===== src/rtl/traffic_light_controller.sv =====
// Highway / farm-lane intersection signal controller.
// Highway stays green until a lane vehicle is sensed, then the pair steps
// highway yellow -> lane green -> lane yellow -> back to highway green.
// The yellow intervals are ended by an external 3 s timer pulse.
module traffic_light_controller (
  input  logic       clk,
  input  logic       reset,
  input  logic       sensor,
  input  logic       delay_3sec,
  output logic [1:0] highway,
  output logic [1:0] lane
);

  // Light encodings; 2'b11 is never driven.
  localparam logic [1:0] GREEN  = 2'b00;
  localparam logic [1:0] YELLOW = 2'b01;
  localparam logic [1:0] RED    = 2'b10;

  // state     | meaning
  // HGRE_LRED | highway green, lane red (rest state, waits for sensor)
  // HYEL_LRED | highway yellow, lane red (waits for timer pulse)
  // HRED_LGRE | highway red, lane green (held while vehicles remain)
  // HRED_LYEL | highway red, lane yellow (waits for timer pulse)
  localparam logic [1:0] HGRE_LRED = 2'b00;
  localparam logic [1:0] HYEL_LRED = 2'b01;
  localparam logic [1:0] HRED_LGRE = 2'b10;
  localparam logic [1:0] HRED_LYEL = 2'b11;

  logic [1:0] state_q;
  logic [1:0] state_d;
  logic [1:0] state;
  logic       run_q;
  logic       run_d;

  // Visible name for the current state.
  assign state = state_q;

  // Release qualifier: the first edge after reset release only sets run_q,
  // so a release landing close to an edge can never half-update the FSM.
  // The FSM therefore first moves on the second edge after release.
  always_comb begin
    run_d = 1'b1;
  end

  // Release qualifier register, cleared asynchronously with the FSM.
  always_ff @(posedge clk or negedge reset) begin
    if (!reset) begin
      run_q <= 1'b0;
    end else begin
      run_q <= run_d;
    end
  end

  // Next-state logic: at most one step per edge; unknown states fall back
  // to highway green.
  always_comb begin
    state_d = state_q;
    if (run_q) begin
      case (state_q)
        HGRE_LRED: if (sensor)      state_d = HYEL_LRED;
        HYEL_LRED: if (delay_3sec)  state_d = HRED_LGRE;
        HRED_LGRE: if (!sensor)     state_d = HRED_LYEL;
        HRED_LYEL: if (delay_3sec)  state_d = HGRE_LRED;
        default:                    state_d = HGRE_LRED;
      endcase
    end
  end

  // State register with asynchronous abort to highway green.
  always_ff @(posedge clk or negedge reset) begin
    if (!reset) begin
      state_q <= HGRE_LRED;
    end else begin
      state_q <= state_d;
    end
  end

  // Moore output decode; an unknown state shows red both ways.
  always_comb begin
    highway = RED;
    lane    = RED;
    case (state_q)
      HGRE_LRED: begin highway = GREEN;  lane = RED;    end
      HYEL_LRED: begin highway = YELLOW; lane = RED;    end
      HRED_LGRE: begin highway = RED;    lane = GREEN;  end
      HRED_LYEL: begin highway = RED;    lane = YELLOW; end
      default:   begin highway = RED;    lane = RED;    end
    endcase
  end

endmodule


===== config.mk =====
export PLATFORM = sky130hd
export DESIGN_NAME = traffic_light_controller
export DESIGN_NICKNAME = d
export VERILOG_FILES = /design/src/rtl/traffic_light_controller.sv
export SDC_FILE = /design/constraint.sdc
export NUM_CORES = 1
export LEC_CHECK = 0
export BUFFER_PORTS_ARGS = -buffer_cell sky130_fd_sc_hd__buf_2
export CORE_AREA = 2 2 39 41
export CTS_BUF_LIST = sky130_fd_sc_hd__clkbuf_2 sky130_fd_sc_hd__clkbuf_4 sky130_fd_sc_hd__clkbuf_8
export CTS_CLUSTER_DIAMETER = 30
export DETAILED_ROUTE_END_ITERATION = 8
export DIE_AREA = 0 0 41 43
export PLACE_DENSITY = 0.44
export SYNTH_ARGS = -nofsm -noshare
export SYNTH_HDL_FRONTEND = slang
export SYNTH_SLANG_ARGS = --single-unit
export TNS_END_PERCENT = 10

===== constraint.sdc =====
create_clock -name clk -period 2.1 [get_ports clk]
set_clock_uncertainty 0.2 [all_clocks]
set_input_delay 0.315 -clock clk [delete_from_list [all_inputs] [get_ports clk]]
set_output_delay 0.315 -clock clk [all_outputs]
set_load 0.05 [all_outputs]

==> results of run 1 <==
## cells in the final DEF, fill, tap and decap left out
master	instances
a21oi_1	2
nor3b_1	1
conb_1	1
o21bai_2	1
ha_1	6
inv_1	2
nor2_2	1
nor2_1	2
dlygate4sd3_1	1
buf_2	7
nand2b_1	1
nand3_1	1
mux2_1	1
nand4_1	1
nand2_1	1
clkbuf_4	4
dfrtp_1	3
## metrics by stage
stage	instances	instance area, sq um	util	hold slack [ns]	setup slack (ns)
2_1_floorplan	24	236	-	-0.181	0.0506
3_3_place_gp	47	292	0.211	-0.0857	0.437
3_5_place_dp	47	292	0.211	-0.0881	0.431
4_1_cts	52	332	0.240	0.190	0.171
5_1_grt	52	332	0.240	0.203	0.0906
6_report	52	332	0.240	0.199	0.196
## worst reg2reg max path, stage by stage (launching register included)
cell and delay [ns]:
dfrtp_1 0.44, ha_1 0.26, o21bai_2 0.18, nand4_1 0.12, mux2_1 0.32
## layer usage
layer	GRT usage	up-vias	routed length (um)
li1	-	101	-
met3	0.0314	2	44
met1	0.0682	83	183
met4	0.100	0	14
met2	0.0750	10	168
met5	0	-	0
## cell families after synthesis
kind of cell / synth area share
compound gates: 0.0909
fa+ha+maj: 0.321
buf+inv: 0.0321
flops: 0.321
mux: 0.0481
other cells: 0.0160
simple gates: 0.171
## cell usage after synthesis
master    count
a21oi_1       2
conb_1        1
dfrtp_1       3
ha_1          6
inv_1         2
mux2_1        1
nand2_1       1
nand2b_1      1
nand3_1       1
nand4_1       1
nor2_1        3
nor3b_1       1
o21bai_2      1
## worst max-delay path by stage
stage / start / endpoint / slack, ns / cells after the start
after CTS: state[0]$_DFFE_PN0P_ / lane[1] / 0.17 / 4
after global placement: state[0]$_DFFE_PN0P_ / state[1]$_DFFE_PN0P_ / 0.44 / 4
after floorplan: state[0]$_DFFE_PN0P_ / highway[1] / 0.05 / 4
after detailed placement: state[0]$_DFFE_PN0P_ / lane[1] / 0.43 / 4
final: state[0]$_DFFE_PN0P_ / lane[1] / 0.20 / 4
after global routing: state[0]$_DFFE_PN0P_ / highway[1] / 0.09 / 5
## area by class of cell
class | instances | area share
Sequential cell | 3 | 0.226
Inverter | 2 | 0.0226
Timing Repair Buffer | 8 | 0.136
Tap cell | 16 | 0.0604
Multi-Input combinational cell | 19 | 0.464
Clock buffer | 4 | 0.0906
## registers in the layout, summed over array words and instances (netlist names)
signal	cells
state	2
run_q	1
==> impl_results.md, run 1 <==
* Status: complete, no violations
* DRC at 0
* Max Clock Freq at about 530 MHz
* Worst-path maximum fanout at 7
* Ranking of synthesized cells by area: dfrtp_1 32%, ha_1 32%, mux2_1 4.8%
* Worst-path clk slew at 0.04 ns
* Top cell type's share of synthesized area at 0.321
* Yosys reg bits at 3
* CTS buffer count at 3
* Hold Vio Cnt, Final at 0
* Fin crit share at 0.907
* Setup TNS at 0 ns
* Syn nets at 34
* Startpoint Class: flip-flop
* Maximum Capacitance Violations at 0
* CP peak stage delay at between 0.4 and 0.5 ns
* CTS tree: done
* Share of layout cells above drive strength 1 at 0.361
* Die width at between 40 and 50 um
* Reg2reg path depth at 4
* Post-DP HPWL at around 320 um
* Setup bufs post-CTS at 0
* Post-synthesis sequential area ratio at 0.321
* IO buf count at 7
* Kind of critical path: flip-flop to output pin
* Synth Instances at 24
* Hold crit path type: primary input to asynchronous set/reset pin
* Unrepaired setup endpoints after global routing: no
* Final #Nets at 47
* Vias in the first global route at roughly 200
* WL/cell at 7.92 um
* Post-DRT Antenna Nets at 0
* Register-to-register setup slack at 0.45 ns
* Worst R2R End: state[1]$_DFFE_PN0P_
* Routed vias at just under 200
* Row cnt at 14
* Yosys top cell by area: dfrtp_1
* Area growth syn-to-layout at 41.7%
* H-tree depth at 1
* Final slew viol count at 0
* Crit path cell chain: inv_1 > ha_1 > nor2_2 > buf_2
* Largest net degree at the start of global routing at 8
* Critical path endpoint category: output pin
* Initial DRC count at 0
* Worst-case clock buffer depth at 2
* Fillers at between 150 and 200
* Period minus WS final at 1.90 ns
* Synth warn at 0
* Hold buffers post-CTS at 1
* Worst r2r src: state[0]$_DFFE_PN0P_
* Initial antenna violation count at 0
* Setup Viol. Count Final at 0
* Reg area at about 75 sq um
* GRT Residual Overflow at 0
* Vias per Instance at ~3.8
* Multi-input gate area at ~150 sq um
* Die ar. at about 1800 sq um
* Required @ worst endpoint at between 1.5 and 2 ns
* First-pass GRT wire length at ~700 um
* Clock Latency Late Sink at 0.24 ns
* GPL Wtd Cong at approximately 0.60
* Crit path buffers/inverters at 2
* Clock Sink Count at 3
* Distinct cells, synth at 13
* Core Footprint at ~1400 sq um
* Die H at roughly 43 um
* Post-CTS Resized at 0
* Critical-path top delay cell: dfrtp_1
* DR pass1 iterations at 1
* Clock root buffer: clkbuf_4
* Routed WL at between 400 and 500 um
* Gr usage total at 0.0665
* CP arrival at roughly 1.4 ns
* CP top delay family: flip-flops
* Initial Util at 0.169
* Synthesized cell area at 234 sq um
* # diodes at 0
* # IOs at 8
* Syn avg cell area at 9.75 sq um
Power of run 1 is left out: the tool's default activity adds up to more than one toggle a clock period on the data nets, which glitch-free logic cannot reach.
==> run 2, diff against run 1 <==
REMOVE_ABC_BUFFERS = 1   (was unset)
==> run 2 against run 1 <==
Effect of this change:
- non-clock buffer count unchanged
- critical path depth unchanged
- global-route usage fell by 0.50 points
- sequential cell count unchanged
- routed wire length rose by 0.73%
- fmax fell by 1.9%
- register-to-register slack lost 0.02 ns
- clock-buffer cell count is the same
==> impl_results.md, run 2 (synthesis gave the netlist of run 1 again) <==
* Met1 usage at 0.0779
* CTS tree: done
* Gr busiest metal: met2
* Startpoint Class: flip-flop
* Fin crit share at 0.924
* Core Util, Final at 0.238
* Kind of critical path: flip-flop to output pin
* Final instance area at ~330 sq um
* # diodes at 0
* Register-to-register setup slack at between 0.4 and 0.5 ns
* Routed vias at ~190
* Post-DRT Antenna Nets at 0
* Setup bufs post-CTS at 0
* Initial antenna violation count at 0
* # IOs at 8
* Share of layout cells above drive strength 1 at 0.333
* CTS buffer count at 3
* WHS at about 0.21 ns
* Clock root buffer: clkbuf_4
* Max Clock Freq at about 500 MHz
* GRT Residual Overflow at 0
* Placed inst area at between 200 and 300 sq um
* Die width at 41 um
* Final #Nets at 47
* Reg area at 75.1 sq um
* Initial Util at 0.169
* Period minus WS final at about 1.9 ns
* Clock Sink Count at 3
* Vias in the first global route at around 180
* Status: complete, no violations
* Die H at about 43 um
* GPL Wtd Cong at around 0.63
* Row cnt at 14
* WL/cell at 7.98 um
* Die ar. at around 1800 sq um
* Critical path endpoint category: output pin
* Largest net degree at the start of global routing at 8
* Clock Latency Late Sink at 0.23 ns
* Core Footprint at roughly 1400 sq um
* Initial DRC count at 0
* DR pass1 iterations at 1
* Commonest non-fill, non-tap cell in the layout: buf_2
* Final slew viol count at 0
* Area growth syn-to-layout at 40.6%
* DRC at 0
* Crit path buffers/inverters at 2
* IO buf count at 7
* Post-DP HPWL at 339 um
* Commonest non-fill, non-tap cells in the layout: 7 x buf_2, 6 x ha_1, 4 x clkbuf_4
* Worst-case clock buffer depth at 2
* Crit path cell chain: inv_1 > ha_1 > nor2_1 > buf_2
* Gr usage total at 0.0614
* Hold Vio Cnt, Final at 0
* Unrepaired setup endpoints after global routing: no
* Worst-path maximum fanout at 7
* Multi-input gate area at approximately 150 sq um
* Grt met3 use at 0.0157
* Hold crit path type: primary input to asynchronous set/reset pin
* Fillers at ~160
* Setup Viol. Count Final at 0
* Max reg flops at 2
* Worst-path clk slew at approximately 0.04 ns
* Maximum Capacitance Violations at 0
* CP arrival at 1.43 ns
* Critical-path top delay cell: dfrtp_1
* CP top delay family: flip-flops
* H-tree depth at 1
* Routed WL at approximately 420 um
* Vias per Instance at between 3 and 4
* Met2 GRT Util at 0.0781
* First-pass GRT wire length at between 700 and 800 um
* CP peak stage delay at ~0.45 ns
* Required @ worst endpoint at approximately 1.6 ns
run 2: stage by stage:
stage                     setup TNS, ns  setup WS [ns]  cells
after floorplan                  -0.258         -0.258     24
after global placement                0          0.415     47
after detailed placement              0          0.391     47
after CTS                             0          0.137     52
after global routing                  0         0.0537     52
final                                 0          0.160     52
run 2: final timing paths:
| path | from | endpoint | cells after the start |
|---|---|---|---|
| worst min register to register | state[1]$_DFFE_PN0P_ | state[1]$_DFFE_PN0P_ | 1 |
| worst max register to register | state[0]$_DFFE_PN0P_ | state[1]$_DFFE_PN0P_ | 4 |
| max in group asynchronous | reset | run_q$_DFF_PN0_ | 2 |
| worst min-delay path | reset | state[0]$_DFFE_PN0P_ | 2 |
| min in group clk | sensor | state[0]$_DFFE_PN0P_ | 4 |
| worst max-delay path | state[0]$_DFFE_PN0P_ | lane[1] | 4 |
run 2: what timing repair did:
action / 4_1_cts / 5_1_grt
resized for setup: 0 / 0
endpoints found under the hold margin: 3 / 0
hold buffers: 1 / 0
run 2: routing by layer:
metal  up-vias  wire [um]
li1        100          -
met1        83        214
met2         8        167
met3         0         33
met4         0          0
met5         -          0
run 2: area by class of cell:
| class | count | share of cell area |
|---|---|---|
| Clock buffer | 4 | 0.0913 |
| Inverter | 2 | 0.0228 |
| Multi-Input combinational cell | 19 | 0.460 |
| Sequential cell | 3 | 0.228 |
| Tap cell | 16 | 0.0608 |
| Timing Repair Buffer | 8 | 0.137 |
Power of run 2 is left out for the same reason.
